File: config.mk
export PLATFORM = sky130hd
export DESIGN_NAME = ucmd_scheduler
export DESIGN_NICKNAME = d
export VERILOG_FILES = /design/src/rtl/ucmd_scheduler.sv
export SDC_FILE = /design/constraint.sdc
export NUM_CORES = 1
export LEC_CHECK = 0
export ABC_AREA = 1
export CORE_AREA = 3 3 89 91
export DETAILED_ROUTE_END_ITERATION = 8
export DIE_AREA = 0 0 92 94
export HOLD_SLACK_MARGIN = 0.03
export PLACE_DENSITY = 0.7
export REMOVE_ABC_BUFFERS = 1
export SLEW_MARGIN = 25
export SYNTH_ARGS = -nofsm -noshare
export SYNTH_HDL_FRONTEND = slang
export SYNTH_SLANG_ARGS = --single-unit
File: constraint.sdc
create_clock -name clk -period 6.4 [get_ports clk]
set_input_delay 1.28 -clock clk [delete_from_list [all_inputs] [get_ports clk]]
set_output_delay 1.28 -clock clk [all_outputs]
set_load 0.01 [all_outputs]
File: src/rtl/ucmd_scheduler.sv
// Command sequencer between UART RX and the watch command decoder: filters
// received bytes into a FIFO, issues spaced command strobes, optionally echoes them to TX.
module ucmd_scheduler #(
  parameter int unsigned FIFO_DEPTH = 4,
  parameter int unsigned GAP_CYCLES = 2,
  parameter bit          ACK_EN     = 1'b1
) (
  input  logic                          clk,
  input  logic                          rst,
  input  logic [7:0]                    rx_data,
  input  logic                          rx_done,
  input  logic                          btn_busy,
  input  logic                          tx_busy,
  output logic [7:0]                    uart_command,
  output logic                          cmd_valid,
  output logic [7:0]                    tx_data,
  output logic                          tx_start,
  output logic [$clog2(FIFO_DEPTH):0]   fifo_count,
  output logic                          ovf
);

  localparam int unsigned PW       = $clog2(FIFO_DEPTH);
  localparam int unsigned CW       = PW + 1;
  localparam int unsigned GW       = (GAP_CYCLES > 1) ? $clog2(GAP_CYCLES) : 1;
  localparam int unsigned GAP_LOAD = (GAP_CYCLES != 0) ? GAP_CYCLES - 1 : 0;

  typedef enum logic [1:0] {S_IDLE, S_ISSUE, S_ACK, S_GAP} state_e;

  function automatic logic code_ok(input logic [7:0] b);
    case (b)
      8'h72, 8'h73, 8'h63, 8'h4C, 8'h52,
      8'h2B, 8'h2D, 8'h46, 8'h4D, 8'h43: code_ok = 1'b1;
      default:                           code_ok = 1'b0;
    endcase
  endfunction

  state_e          state_q, state_d;
  logic [7:0]      mem_q [FIFO_DEPTH];
  logic [7:0]      mem_d [FIFO_DEPTH];
  logic [PW-1:0]   wr_ptr_q, wr_ptr_d, rd_ptr_q, rd_ptr_d;
  logic [CW-1:0]   count_q, count_d;
  logic [GW-1:0]   gap_q, gap_d;
  logic [7:0]      issue_q, issue_d;
  logic [7:0]      uart_command_q, uart_command_d;
  logic            cmd_valid_q, cmd_valid_d;
  logic [7:0]      tx_data_q, tx_data_d;
  logic            tx_start_q, tx_start_d;
  logic            ovf_q, ovf_d;
  logic            push_req_c, push_c, pop_c, full_c;

  // FIFO bookkeeping, FSM next state and registered output values
  always_comb begin
    state_d        = state_q;
    mem_d          = mem_q;
    wr_ptr_d       = wr_ptr_q;
    rd_ptr_d       = rd_ptr_q;
    gap_d          = gap_q;
    issue_d        = issue_q;
    uart_command_d = 8'h00;
    cmd_valid_d    = 1'b0;
    tx_data_d      = tx_data_q;
    tx_start_d     = 1'b0;
    ovf_d          = ovf_q;

    full_c     = (count_q == CW'(FIFO_DEPTH));
    pop_c      = (state_q == S_IDLE) && (count_q != '0) && !btn_busy;
    push_req_c = rx_done && code_ok(rx_data);
    push_c     = push_req_c && (!full_c || pop_c);

    if (push_req_c && full_c && !pop_c) ovf_d = 1'b1;
    if (push_c) begin
      mem_d[wr_ptr_q] = rx_data;
      wr_ptr_d        = wr_ptr_q + PW'(1);
    end
    if (pop_c) rd_ptr_d = rd_ptr_q + PW'(1);
    count_d = count_q + CW'(push_c) - CW'(pop_c);

    case (state_q)
      S_IDLE: begin
        if (pop_c) begin
          issue_d        = mem_q[rd_ptr_q];
          uart_command_d = mem_q[rd_ptr_q];
          cmd_valid_d    = 1'b1;
          state_d        = S_ISSUE;
        end
      end
      S_ISSUE: begin
        if (ACK_EN) begin
          state_d    = S_ACK;
          tx_start_d = !tx_busy;
          if (!tx_busy) tx_data_d = issue_q;
        end else if (GAP_CYCLES != 0) begin
          state_d = S_GAP;
          gap_d   = GW'(GAP_LOAD);
        end else begin
          state_d = S_IDLE;
        end
      end
      S_ACK: begin
        // The strobe is launched from the previous cycle so tx_start stays a flop output
        if (tx_start_q) begin
          if (GAP_CYCLES != 0) begin
            state_d = S_GAP;
            gap_d   = GW'(GAP_LOAD);
          end else begin
            state_d = S_IDLE;
          end
        end else begin
          tx_start_d = !tx_busy;
          if (!tx_busy) tx_data_d = issue_q;
        end
      end
      S_GAP: begin
        if (gap_q == '0) state_d = S_IDLE;
        else             gap_d   = gap_q - GW'(1);
      end
      default: state_d = S_IDLE;
    endcase
  end

  always_ff @(posedge clk or negedge rst) begin
    if (!rst) begin
      state_q        <= S_IDLE;
      mem_q          <= '{default: 8'h00};
      wr_ptr_q       <= '0;
      rd_ptr_q       <= '0;
      count_q        <= '0;
      gap_q          <= '0;
      issue_q        <= 8'h00;
      uart_command_q <= 8'h00;
      cmd_valid_q    <= 1'b0;
      tx_data_q      <= 8'h00;
      tx_start_q     <= 1'b0;
      ovf_q          <= 1'b0;
    end else begin
      state_q        <= state_d;
      mem_q          <= mem_d;
      wr_ptr_q       <= wr_ptr_d;
      rd_ptr_q       <= rd_ptr_d;
      count_q        <= count_d;
      gap_q          <= gap_d;
      issue_q        <= issue_d;
      uart_command_q <= uart_command_d;
      cmd_valid_q    <= cmd_valid_d;
      tx_data_q      <= tx_data_d;
      tx_start_q     <= tx_start_d;
      ovf_q          <= ovf_d;
    end
  end

  assign uart_command = uart_command_q;
  assign cmd_valid    = cmd_valid_q;
  assign tx_data      = tx_data_q;
  assign tx_start     = tx_start_q;
  assign fifo_count   = count_q;
  assign ovf          = ovf_q;

endmodule

* Yosys cells after proc, flatten, opt, wreduce, memory -nomap -nowiden
Index checks and enable logic that the tools add are counted.
Widths: inputs -> output; s select.
** Word-level totals
- Input bits :: 13
- Bits in registers :: 69
** Operators by class
- $lt $le $gt $ge :: 3
- Add/sub/neg operators :: 5
- Reductions and logical operators :: 21
- Mux-type cells :: 23
- Bitwise logic cells :: 2
- Equal/unequal tests :: 18
** Operators with widths (number)
- $eq 8x7->1 const B :: 8
- $mux 8 :: 7
- $bwmux 32 :: 1
- $bmux 8 s2 :: 1
- $demux 8 s2 :: 1
- $eq 8x6->1 const B :: 2
- $pmux 8 s2 :: 1
- $reduce_or 10->1 :: 1
- $ne 2x2->1 const B :: 4
- $pmux 2 s4 :: 1
- $logic_and 1x1->1 :: 7
- $ge 3x3->1 const B :: 2
- $mux 1 :: 6
- $mux 2 :: 3
- $not 2->3 :: 2
- $reduce_and 2->1 :: 3
- $add 2x1->2 const B :: 2
- $eq 2x2->1 const B :: 2
- $logic_not 1->1 :: 4
- $pmux 1 s2 :: 2
- $reduce_bool 2->1 :: 2
- $add 3x1->3 :: 1
- $eq 3x3->1 const B :: 1
- $lt 3x1->1 const B :: 1
- other kinds (7) :: 7

* Longest topological paths before layout
- Depth in word-level cells :: 7
- Mapped depth :: 15

* Least setup slack after synthesis
Ideal clock, no wire load.
- Path kind :: input to register
- From :: input rx_data[2]
- To :: register count_q[2], in the netlist fifo_count[2]
- Arrival :: 3.151 ns
- Buffers on the path :: 1
- Library setup time :: 0.129 ns
- Slack :: 3.120 ns
- Data required time :: 6.271 ns
- Cell stages on the path :: 15
- Cells stage by stage :: buf_6 inv_1 nand2_1 nand2_1 nand2_1 nand2_2 nand2_1 nor2_4 nand2_1 ha_1 inv_1 ha_1 fa_1 xnor2_1 xor2_1
** Between the ends
- Word-level cells in the longest chain between the ends :: 7
- Elaborated cells between the ends (all ways) :: 16
- Classes of those cells :: add/sub (2); eq/ne (10); mux (1); reduce/logical (3)
** Ends and longest elaborated chain
- from (decl) :: line 10 : input logic [7:0] rx_data,
- $eq 8x7->1 / $eq 8x6->1 (equally long branches) :: line 30 : case (b)
- $reduce_or 10->1 (*) :: line 30
- $mux 1 (*) :: line 30
- $logic_and 1x1->1 (*) :: line 67 : push_req_c = rx_done && code_ok(rx_data);
- $logic_and 1x1->1 (*) :: line 68 : push_c = push_req_c && (!full_c || pop_c);
- $add 3x1->3 (*) :: line 76 : count_d = count_q + CW'(push_c) - CW'(pop_c);
- $sub 3x1->3 (*) :: line 76
- via count_d[2] :: line 41 : logic [CW-1:0] count_q, count_d;
- to (signal assigned) :: line 140 : count_q <= count_d;
- to (decl) :: line 41
The timed path passes the listed nets; every way through them passes the cells marked *.
A chain may end at the register's enable or synchronous reset.

* Worst setup path after layout
Ends and elaborated chain as after synthesis.

==> impl_results.md <==
- Outcome: complete, no violations
- Final setup TNS: 0 ns
- Die span in x: 92 um
- ANT nets after route: 0
- Min-Delay Path Class: reg2reg
- Detailed Route WL: 6.252 mm
- Total iterations of the first detailed-routing run: 4
- Area contributors post-synth: dfrtp_1, nand2_1, nand4_1, nor2_1, inv_1
- Wirelength per Cell: 12.45 um
- Clock Sinks: 69
- Cell Pwr Density: 412.1 nW/um^2
- Min Clock Period, post-route: 4.071 ns
- Final hold vios: 0
- Starting DRC count in detailed routing: 154
- Buf+Inv Stages, Crit Path: 2
- Root Driver: clkbuf_8
- Gr usage total: 0.1582
- Drt via density: 4.886
- H-tree depth: 3
- Fraction of layout instances using a drive strength above 1: 0.05955
- Metal3 WL: 283 um
- Die Ht: 94 um
- Floorplan core area: 7214 um^2
- Initial core utilization: 0.4448
- Final Core Density: 0.5222
- Synth-to-layout area growth: 17.39%
- Reg2Reg Setup Slack: 3.66 ns
- Worst-Margin Slew: 0.8257 ns
- Routed wl met2: 2.783 mm
- CTS clk-pin slew, worst paths: 0.08 ns
- Worst path max stage delay: 0.66 ns
- Fmax: 245.6 MHz
- Kind of start point of the critical path: input pin
- Clk_skew: 0.008453 ns
- CP Class: in2reg
- WL met1: 3.113 mm
- I/O pin count: 35
- GP Congestion: 0.8688
- Antenna violations before repair: 0
- Period utilization: 0.6361
- Netlist Area Pre-Place: 3209 um^2
- Later-pin clock latency in the skew report: 0.34 ns
- TritonCTS clock tree: yes
- Register area share after synthesis: 0.5380
- Max Transition Viols Final: 0
- Yosys cell types: 23
- Most frequent CP cell: nand2_1
- Die area: 8648 um^2
- Top Layer Used: met4
- Yosys top cell area share: 0.5380
- Overflow after GRT: 0
- Synth warnings: 0
- Setup bufs post-CTS: 0
- Crit end category: flop
- Leak: 1.937 nW
- Ant. Diodes: 0
- # hold bufs at CTS: 0
- Maximum vdd drop: 0.1463 mV
- Routed via count: 2453
- Nets: 422
- CP top delay family: simple AND/OR/NAND/NOR gates
- MaxCap Viol Count: 0
- #FFs+latches synth: 69
- Max Root-Sink Buffers: 2
- Crit path DAT: 4.34 ns
- Row count: 31
- CP max-delay cell: clkdlybuf4s50_1
- Synth Instances: 369
- RSZ-0062 raised after global routing: no
- Syn avg cell area: 8.697 um^2
- DRC viols: 0
- CTS Buf Count: 9
- Slew headroom: 0.4495
- Largest net degree at the start of global routing: 70
- Buffers on Ports: 34
- Crit path cell chain: clkdlybuf4s50_1 -> nand2_1 -> nand2_1 -> nand2_1 -> nand2_2 -> nand2_1 -> nor2_4 -> nand2_1 -> ha_1 -> inv_1 -> ha_1 -> fa_1 -> xnor2_1 -> xor2_1
- Data required, critical path: 6.67 ns
- Yosys top cell by area: dfrtp_1
- First-pass GRT wire length: 10.78 mm
- CP max FO: 32
- Final HPWL DP: 4.411 mm
- Post-CTS sizing: 0
- Final Setup Violations: 0
- Vias in the first global route: 2298
==> power breakdown <==
| part | switching, W | internal [W] |
|---|---|---|
| sequential | 0.0000915 | 0.000564 |
| clock | 0.000166 | 0.000190 |
| combinational | 0.000308 | 0.000233 |
| total | 0.000565 | 0.000987 |
==> worst register-to-register path, stage by stage, from the launching register on <==
cell	delay [ns]
dfrtp_1	0.38
inv_1	0.09
ha_1	0.25
nand3_1	0.43
inv_2	0.22
ha_1	0.32
inv_1	0.04
ha_1	0.19
fa_1	0.41
xnor2_1	0.18
xor2_1	0.17
==> sequential cells by signal, indices dropped and copies added, names as in the netlist, 2 cells and up <==
name,flops
wr_ptr_q,2
state_q,2
fifo_count,3
mem_q,32
uart_command,8
tx_data,8
issue_q,8
rd_ptr_q,2
==> worst paths after layout <==
kind,startpoint,endpoint,depth (start not counted)
max reg2reg,state_q[0]$_DFFE_PN0P_,fifo_count[2]$_DFF_PN0_,10
min in group asynchronous,rst,gap_q$_DFFE_PN0P_,2
max,rx_data[2],fifo_count[2]$_DFF_PN0_,14
min,mem_q[23]$_DFFE_PN0P_,mem_q[23]$_DFFE_PN0P_,2
max in group asynchronous,rst,mem_q[12]$_DFFE_PN0P_,2
min reg2reg,mem_q[23]$_DFFE_PN0P_,mem_q[23]$_DFFE_PN0P_,2
==> per-stage QoR <==
step           setup WS [ns]  power (W)  instances  cell area, um^2  hold slack [ns]
3_5_place_dp           1.979   0.001213        486             3567           0.4479
6_report               2.329   0.001552        502             3767           0.4687
5_1_grt                2.003   0.001681        502             3767           0.4774
2_1_floorplan          2.892  0.0009924        351             3093           0.4309
4_1_cts                2.338   0.001569        502             3767           0.4681
3_3_place_gp           2.133   0.001190        486             3567           0.4471
==> Yosys cell counts <==
cell type	n
fa_1	1
ha_1	10
inv_1	37
xor2_1	2
o21a_1	1
clkbuf_1	4
dfrtp_1	69
nor2_2	1
nor2_4	1
nand3_1	8
nand2_1	95
nand4_1	32
buf_2	5
clkbuf_2	4
a21oi_1	11
nor2_1	42
buf_6	5
o21bai_1	9
o21ai_0	27
xnor2_1	1
inv_2	2
nor3_1	1
nand2_2	1
==> per-layer routing <==
layer / track usage / vias up
met4: 0.06931 / 0
met3: 0.02644 / 8
met5: 0 / -
met2: 0.2372 / 53
met1: 0.2260 / 1145
li1: - / 1247
==> layout make-up <==
cell class	instances	area (um^2)
Timing Repair Buffer	36	350.3
Clock inverter	6	62.56
Multi-Input combinational cell	243	1220
Inverter	39	146.4
Clock buffer	10	137.6
Sequential cell	69	1727
Tap cell	99	123.9
Fill cell	705	3447
==> cells by family after synthesis <==
group                    Yosys count  share of synthesized area
AND/OR/NAND/NOR                  181                     0.2441
flip-flops                        69                     0.5380
buffers and inverters             57                    0.08187
AO/OA/AOI/OAI                     48                    0.08265
adder cells (fa/ha/maj)           11                    0.04522
XOR/XNOR                           3                   0.008189
==> placed cells by master (no fill, tap or decap), drive strengths merged <==
cell type and n:
inv 39, o21bai 9, xnor2 1, o21ai 27, ha 10, nor3 1, o21a 1, bufinv 1
nand3 8, a21oi 11, fa 1, nand2 96, clkinv 5, dfrtp 69, clkdlybuf4s50 33, nor2 44
xor2 2, clkbuf 10, buf 3, nand4 32
Power figures use the tool's default switching activity.
